[src/rtl/cva6_mem_arb_pkg.sv]
// Shared types and constants for the CVA6 memory request arbiter.
// Requester order: icache miss, dcache load miss, write-through buffer.
package cva6_mem_arb_pkg;

    localparam int unsigned ARB_NUM_REQ    = 3;
    localparam int unsigned ARB_ADDR_W     = 64;
    localparam int unsigned ARB_DATA_W     = 64;
    localparam int unsigned ARB_TID_W      = 3;
    localparam int unsigned ARB_MAX_STORES = 7;
    localparam int unsigned ARB_REQ_W      = $clog2(ARB_NUM_REQ);

    localparam int unsigned REQ_ICACHE = 0;
    localparam int unsigned REQ_DCACHE = 1;
    localparam int unsigned REQ_WBUF   = 2;

    typedef struct packed {
        logic                    we;
        logic [ARB_ADDR_W-1:0]   addr;
        logic [ARB_DATA_W-1:0]   wdata;
        logic [ARB_DATA_W/8-1:0] be;
    } mem_req_t;

    typedef struct packed {
        logic                 in_use;
        logic [ARB_REQ_W-1:0] owner;
        logic                 is_store;
    } tid_entry_t;

endpackage

[src/rtl/cva6_mem_arb_rr.sv]
// Round-robin picker: one-hot grant from an eligibility mask.
// The pointer moves to one past the winner on every grant.
module cva6_mem_arb_rr #(
    parameter int unsigned N  = 3,
    parameter int unsigned IW = (N > 1) ? $clog2(N) : 1
) (
    input  logic          clk_i,
    input  logic          rst_ni,
    input  logic          en_i,
    input  logic [N-1:0]  mask_i,
    output logic [N-1:0]  gnt_o,
    output logic [IW-1:0] idx_o
);

    logic [IW-1:0] ptr_q;
    logic [IW-1:0] ptr_d;

    // search from the pointer, first eligible requester wins
    always_comb begin
        int unsigned cand;
        logic        found;
        gnt_o = '0;
        idx_o = '0;
        found = 1'b0;
        cand  = 0;
        if (en_i) begin
            for (int unsigned k = 0; k < N; k++) begin
                cand = (32'(ptr_q) + k) % N;
                if (!found && mask_i[cand]) begin
                    found        = 1'b1;
                    gnt_o[cand]  = 1'b1;
                    idx_o        = IW'(cand);
                end
            end
        end
    end

    // advance the pointer past the granted requester
    always_comb begin
        ptr_d = ptr_q;
        if (|gnt_o) begin
            ptr_d = (idx_o == IW'(N-1)) ? '0 : idx_o + IW'(1);
        end
    end

    // pointer register
    always_ff @(posedge clk_i or negedge rst_ni) begin
        if (!rst_ni) begin
            ptr_q <= '0;
        end else begin
            ptr_q <= ptr_d;
        end
    end

endmodule

[src/rtl/cva6_mem_req_arbiter.sv]
// Shares the CVA6 memory request port: RR grant, TID pool, store throttle.
// Optional MEM_ARB_PERF_CNT_EN adds stall and store-throttle counters.
module cva6_mem_req_arbiter
    import cva6_mem_arb_pkg::*;
#(
    parameter int unsigned NUM_REQ        = ARB_NUM_REQ,
    parameter int unsigned DATA_W         = ARB_DATA_W,
    parameter int unsigned TID_W          = ARB_TID_W,
    parameter int unsigned MAX_OUT_STORES = ARB_MAX_STORES
) (
    input  logic                      clk_i,
    input  logic                      rst_ni,
    input  logic [NUM_REQ-1:0]        req_valid_i,
    output logic [NUM_REQ-1:0]        req_ready_o,
    input  mem_req_t [NUM_REQ-1:0]    req_i,
    output logic                      mem_valid_o,
    input  logic                      mem_ready_i,
    output mem_req_t                  mem_req_o,
    output logic [TID_W-1:0]          mem_tid_o,
    input  logic                      mem_rsp_valid_i,
    input  logic [TID_W-1:0]          mem_rsp_tid_i,
    input  logic [DATA_W-1:0]         mem_rsp_data_i,
    output logic [NUM_REQ-1:0]        rsp_valid_o,
    output logic [DATA_W-1:0]         rsp_data_o,
    output logic                      busy_o
`ifdef MEM_ARB_PERF_CNT_EN
    ,
    output logic [31:0]               stall_cnt_o,
    output logic [31:0]               store_throttle_cnt_o
`endif
);

    localparam int unsigned NUM_TID = 2**TID_W;
    localparam int unsigned CNT_W   = $clog2(MAX_OUT_STORES + 1);
    localparam int unsigned REQ_W   = (NUM_REQ > 1) ? $clog2(NUM_REQ) : 1;

    tid_entry_t [NUM_TID-1:0] tbl_q, tbl_d;
    logic [CNT_W-1:0]         st_cnt_q, st_cnt_d;
    logic                     mem_valid_q, mem_valid_d;
    mem_req_t                 mem_req_q, mem_req_d;
    logic [TID_W-1:0]         mem_tid_q, mem_tid_d;

    logic                     free_any;
    logic [TID_W-1:0]         free_idx;
    logic                     any_busy;
    logic                     st_full;
    logic                     can_issue;
    logic [NUM_REQ-1:0]       we_vec;
    logic [NUM_REQ-1:0]       elig;
    logic [NUM_REQ-1:0]       gnt;
    logic [REQ_W-1:0]         gnt_idx;
    tid_entry_t               rsp_entry;
    logic                     rsp_hit;

    // lowest free TID from the registered table; freed entries wait a cycle
    always_comb begin
        free_any = 1'b0;
        free_idx = '0;
        any_busy = 1'b0;
        for (int i = NUM_TID-1; i >= 0; i--) begin
            if (!tbl_q[i].in_use) begin
                free_any = 1'b1;
                free_idx = TID_W'(i);
            end else begin
                any_busy = 1'b1;
            end
        end
    end

    // stores are masked at the limit; loads only need a free TID
    always_comb begin
        st_full   = (st_cnt_q == CNT_W'(MAX_OUT_STORES));
        can_issue = ~mem_valid_q | mem_ready_i;
        for (int i = 0; i < NUM_REQ; i++) begin
            we_vec[i] = req_i[i].we;
            elig[i]   = req_valid_i[i] & free_any & ~(req_i[i].we & st_full);
        end
    end

    cva6_mem_arb_rr #(
        .N  (NUM_REQ),
        .IW (REQ_W)
    ) i_rr (
        .clk_i  (clk_i),
        .rst_ni (rst_ni),
        .en_i   (can_issue),
        .mask_i (elig),
        .gnt_o  (gnt),
        .idx_o  (gnt_idx)
    );

    // route responses to the TID owner; unknown TIDs are dropped
    always_comb begin
        rsp_entry = tbl_q[mem_rsp_tid_i];
        rsp_hit   = mem_rsp_valid_i & rsp_entry.in_use;
        for (int i = 0; i < NUM_REQ; i++) begin
            rsp_valid_o[i] = rsp_hit & (rsp_entry.owner == REQ_W'(i));
        end
        rsp_data_o = rsp_hit ? mem_rsp_data_i : '0;
    end

    // free on response, allocate on grant; the two never hit the same TID
    always_comb begin
        tbl_d    = tbl_q;
        st_cnt_d = st_cnt_q;
        if (rsp_hit) begin
            tbl_d[mem_rsp_tid_i] = '0;
            if (rsp_entry.is_store) begin
                st_cnt_d = st_cnt_d - CNT_W'(1);
            end
        end
        if (|gnt) begin
            tbl_d[free_idx].in_use   = 1'b1;
            tbl_d[free_idx].owner    = gnt_idx;
            tbl_d[free_idx].is_store = req_i[gnt_idx].we;
            if (req_i[gnt_idx].we) begin
                st_cnt_d = st_cnt_d + CNT_W'(1);
            end
        end
    end

    // output register holds the payload until memory takes it
    always_comb begin
        mem_valid_d = mem_valid_q;
        mem_req_d   = mem_req_q;
        mem_tid_d   = mem_tid_q;
        if (|gnt) begin
            mem_valid_d = 1'b1;
            mem_req_d   = req_i[gnt_idx];
            mem_tid_d   = free_idx;
        end else if (mem_ready_i) begin
            mem_valid_d = 1'b0;
        end
    end

    // state registers
    always_ff @(posedge clk_i or negedge rst_ni) begin
        if (!rst_ni) begin
            tbl_q       <= '0;
            st_cnt_q    <= '0;
            mem_valid_q <= 1'b0;
            mem_req_q   <= '0;
            mem_tid_q   <= '0;
        end else begin
            tbl_q       <= tbl_d;
            st_cnt_q    <= st_cnt_d;
            mem_valid_q <= mem_valid_d;
            mem_req_q   <= mem_req_d;
            mem_tid_q   <= mem_tid_d;
        end
    end

    assign req_ready_o = gnt;
    assign mem_valid_o = mem_valid_q;
    assign mem_req_o   = mem_req_q;
    assign mem_tid_o   = mem_tid_q;
    assign busy_o      = any_busy | mem_valid_q;

`ifdef MEM_ARB_PERF_CNT_EN
    logic [31:0] stall_cnt_q, stall_cnt_d;
    logic [31:0] thr_cnt_q, thr_cnt_d;

    // saturating stall and throttle counters
    always_comb begin
        stall_cnt_d = stall_cnt_q;
        thr_cnt_d   = thr_cnt_q;
        if ((|req_valid_i) && !(|gnt) && (stall_cnt_q != '1)) begin
            stall_cnt_d = stall_cnt_q + 32'd1;
        end
        if ((|(req_valid_i & we_vec)) && st_full && (thr_cnt_q != '1)) begin
            thr_cnt_d = thr_cnt_q + 32'd1;
        end
    end

    // counter registers
    always_ff @(posedge clk_i or negedge rst_ni) begin
        if (!rst_ni) begin
            stall_cnt_q <= '0;
            thr_cnt_q   <= '0;
        end else begin
            stall_cnt_q <= stall_cnt_d;
            thr_cnt_q   <= thr_cnt_d;
        end
    end

    assign stall_cnt_o          = stall_cnt_q;
    assign store_throttle_cnt_o = thr_cnt_q;
`endif

`ifndef SYNTHESIS
    a_rsp_tid_in_use: assert property (
        @(posedge clk_i) disable iff (!rst_ni)
        mem_rsp_valid_i |-> tbl_q[mem_rsp_tid_i].in_use
    ) else $warning("response to free tid %0d dropped", mem_rsp_tid_i);
`endif

endmodule

[config.mk]
export PLATFORM = sky130hd
export DESIGN_NAME = cva6_mem_req_arbiter
export DESIGN_NICKNAME = d
export VERILOG_FILES = /design/src/rtl/cva6_mem_arb_pkg.sv /design/src/rtl/cva6_mem_arb_rr.sv /design/src/rtl/cva6_mem_req_arbiter.sv
export SDC_FILE = /design/constraint.sdc
export NUM_CORES = 1
export LEC_CHECK = 0
export CAP_MARGIN = 25
export CELL_PAD_IN_SITES_DETAIL_PLACEMENT = 1
export CELL_PAD_IN_SITES_GLOBAL_PLACEMENT = 2
export CORE_AREA = 2 2 268 270
export CTS_CLUSTER_DIAMETER = 200
export DETAILED_ROUTE_END_ITERATION = 10
export DIE_AREA = 0 0 270 272
export PLACE_DENSITY_LB_ADDON = 0.1
export SYNTH_ARGS = -nofsm -noshare
export SYNTH_HDL_FRONTEND = slang
export SYNTH_HIERARCHICAL = 1
export SYNTH_SLANG_ARGS = --single-unit
[constraint.sdc]
create_clock -name clk_i -period 3.3 [get_ports clk_i]
set_clock_uncertainty 0.05 [all_clocks]
set_input_delay 0.33 -clock clk_i [delete_from_list [all_inputs] [get_ports clk_i]]
set_output_delay 0.33 -clock clk_i [all_outputs]
set_load 0.01 [all_outputs]
==> metrics.yaml <==
synthesis:
  ys_warn_count: 6
  synth_top_area_cell: "dfrtp_1"
  ys_top_cells_by_area: "dfrtp_1 (42%), mux2i_1 (15%), a21oi_1 (13%), nor2_1 (10%), and2_1 (4.1%)"
  syn_area_per_cell_um2: 8.48
  synth_enable_flop_cells: 0
  synth.top_cell.area_share: 0.421
  seq_area_frac_synth: 0.421
  netlist_area_um2: 10600
  syn_nets: 1741
  ys.flop_type: "dfrtp_1"
  synth_cells: 1249
  ys_seq_elements: 178
  ys_async_sr_fraction: 1.00
  yosysUniqueCellTypes: 61
  synth_commonest_cells: "nor2_1 (287), a21oi_1 (276), dfrtp_1 (178)"
  yosysMostFrequentCell: "nor2_1"
setup_path:
  crit_path_max_fanout: 17
  cp-start-kind: "register"
  cp_slowest_cell: "dfrtp_1"
  worstPathRequired_ns: 3.62
  endpoint_kind: "register"
  cp_cell_sequence: "nand2_1 -> nor2_1 -> nand2_2 -> and3_1 -> buf_4 -> maj3_1 -> a21oi_2 -> and2_4 -> buf_12 -> buf_12 -> mux2i_4 -> buf_4 -> nor2_1 -> a21oi_1 -> a21oi_1"
  crit_type: "reg -> reg"
  arrival_ns: 3.45
  critical-path-max-stage-delay_ns: 0.39
clock_network:
  clk_pin_slew_ns: 0.08
  cts-root-buf: "clkbuf_16"
  h-tree-depth: 4
  insertion_delay_ns: 0.49
  cts_tree: "built"
  clock_path_buffers: 2
  cts_made_buffers: 17
  clock_sinks: 178
placement:
  portBuffers: 696
  dp_slack_ns: -0.159
  placedCellCount: 2903
  dpl.hpwl_um: 51500
  place_congestion: 0.795
  place_area_um2: 19400
finish:
  fillers: 8199
  layoutNonFillerInstCount: 2938
  drive_gt1_frac: 0.0921
  final_core_util: 0.286
  area_delta_synth_final_pct: 91.2
  final_area_um2: 20200
  fin_nets: 2466
global_route:
  antenna_found_initial: 11
  grt_first_pass_wirelength_um: 89100
  grt_util_all_layers: 0.165
  grt_overflow: 0
  grt_max_degree: 88
  grt_pass1_vias: 13100
routing:
  routed_wl_um: 62200
  ant_nets: 0
  drc: 0
  firstDrtPassIters: 4
  wl_per_cell_um: 21.2
  drt_iter0_markers: 345
  routed_via_density: 4.08
  dr_total_vias: 12000
timing:
  hold_viol: 0
  slew_violations: 0
  tightest_slew_ns: 0.683
  fmax_mhz: 320
  layout_setup_ws_ns: 0.172
  layout_min_cycle_time_ns: 3.13
  period_share: 0.948
  setup_violations: 0
  slew_headroom: 0.542
min_path:
  min_path_type: "in -> async"
power_and_ir_drop:
  leakage_uw: 0.00795
  power.density_nw_per_um2: 891
  p_sw_uw: 8050
  internal-power_uw: 9980
  power.share.clock: 0.119
  comb_power_share: 0.659
  swShare: 0.447
  seq_power_share: 0.222
  peakVddDrop_mv: 0.468
floorplanning:
  core-area_um2: 70800
  start_util: 0.150
  fp.dieW_um: 270
  rows: 98
  dieArea_um2: 73400
  io_pins: 697
  die_y_um: 272
flow_run:
  maxCapViolations: 0
outcome:
  status: "finished clean"
-- critical path: cells and delay by family (launching register included) --
kind	cells	cell delay (ns)
adders and majority gates	1	0.34
DFF	1	0.39
AOI/OAI and AO/OA	3	0.43
muxes	1	0.28
buffers and inverters	4	0.66
and+or+nand+nor	6	0.80
-- layout make-up --
cell class	count	area (um2)	share of cell area
clock buffer	17	425	0.0210
antenna	1	2.50	0.000124
multi-input combinational	956	5860	0.289
tap	950	1190	0.0587
inverter	17	63.8	0.00315
sequential	178	4450	0.220
clock inverter	15	165	0.00816
timing repair buffer	804	8090	0.400
-- metrics by stage --
| stage | power, uW | TNS, ns | hold WS, ns |
|---|---|---|---|
| floorplan | 9680 | 0 | -0.0156 |
| global placement | 15900 | -1.37 | 0.208 |
| detailed placement | 16000 | -2.01 | 0.204 |
| CTS | 18300 | 0 | 0.210 |
| global route | 19600 | -0.00442 | 0.237 |
| finish | 18000 | 0 | 0.240 |
-- metal layers --
metal  part of all wire  global-route usage  vias up
met4              0.010              0.0358       20
met3              0.076              0.0615       44
met5             0.0023                   0        -
li1                   -                   -     5763
met1               0.38               0.178     5810
met2               0.53               0.307      355
-- kinds of logic (layout without fill, tap and decap cells) --
logic type      Yosys count  count (layout)  synth area share
simple gates            432             432             0.183
compound gates          347             347             0.181
flops                   178             178             0.421
mux                     165             165             0.160
buf+inv                 115             853            0.0438
fa+ha+maj                 8               8           0.00922
xor+xnor                  4               4           0.00331
other cells               0               1                 0
-- cells in the final DEF (no fill, tap or decap), types with 11 or more instances in the layout --
master and n:
nand2_1 24, nor2_1 286, o21ai_0 11, dfrtp_1 178, buf_4 82, clkdlybuf4s50_1 691, and2_1 67, o22ai_1 13
clkbuf_16 17, a21oi_1 275, inv_1 17, buf_12 22, mux2i_1 147, o31ai_1 11
-- power by group through the flow --
stage	Sequential (uW)	Combinational (uW)	Clock, uW
after global routing	4150	13100	2350
after global placement	4000	11900	0
after CTS	4020	12000	2290
after detailed placement	4020	12000	0
final	3990	11900	2150
after floorplan	4350	5330	0
-- state kept, by name, indices dropped and copies added, names as in the netlist --
register / flops
tbl_q: 32
mem_req_o: 137
mem_valid_o: 1
i_rr/ptr_q: 2
mem_tid_o: 3
st_cnt_q: 3
-- final timing paths --
kind	start	end	slack, ns	cells after the start
max	tbl_q[11]	mem_req_o[86]	0.17	15
min	rst_ni	mem_req_o[119]	0.24	2
max reg2reg	tbl_q[11]	mem_req_o[86]	0.17	15
min reg2reg	mem_req_o[117]	mem_req_o[117]	0.45	1
max in group asynchronous	rst_ni	mem_req_o[129]	2.11	3
min in group clk_i	req_i[296]	mem_req_o[22]	0.41	3
-- timing repair --
| action | CTS | global route |
|---|---|---|
| gates resized for setup | 14 | 34 |
| setup buffers | 0 | 1 |
| endpoints found under the hold margin | 29 | 0 |
| pin swaps | 0 | 0 |
| setup endpoints to repair | 10 | 177 |
| hold buffers | 1 | 0 |
Note: power is estimated with default switching activity, not from simulation.
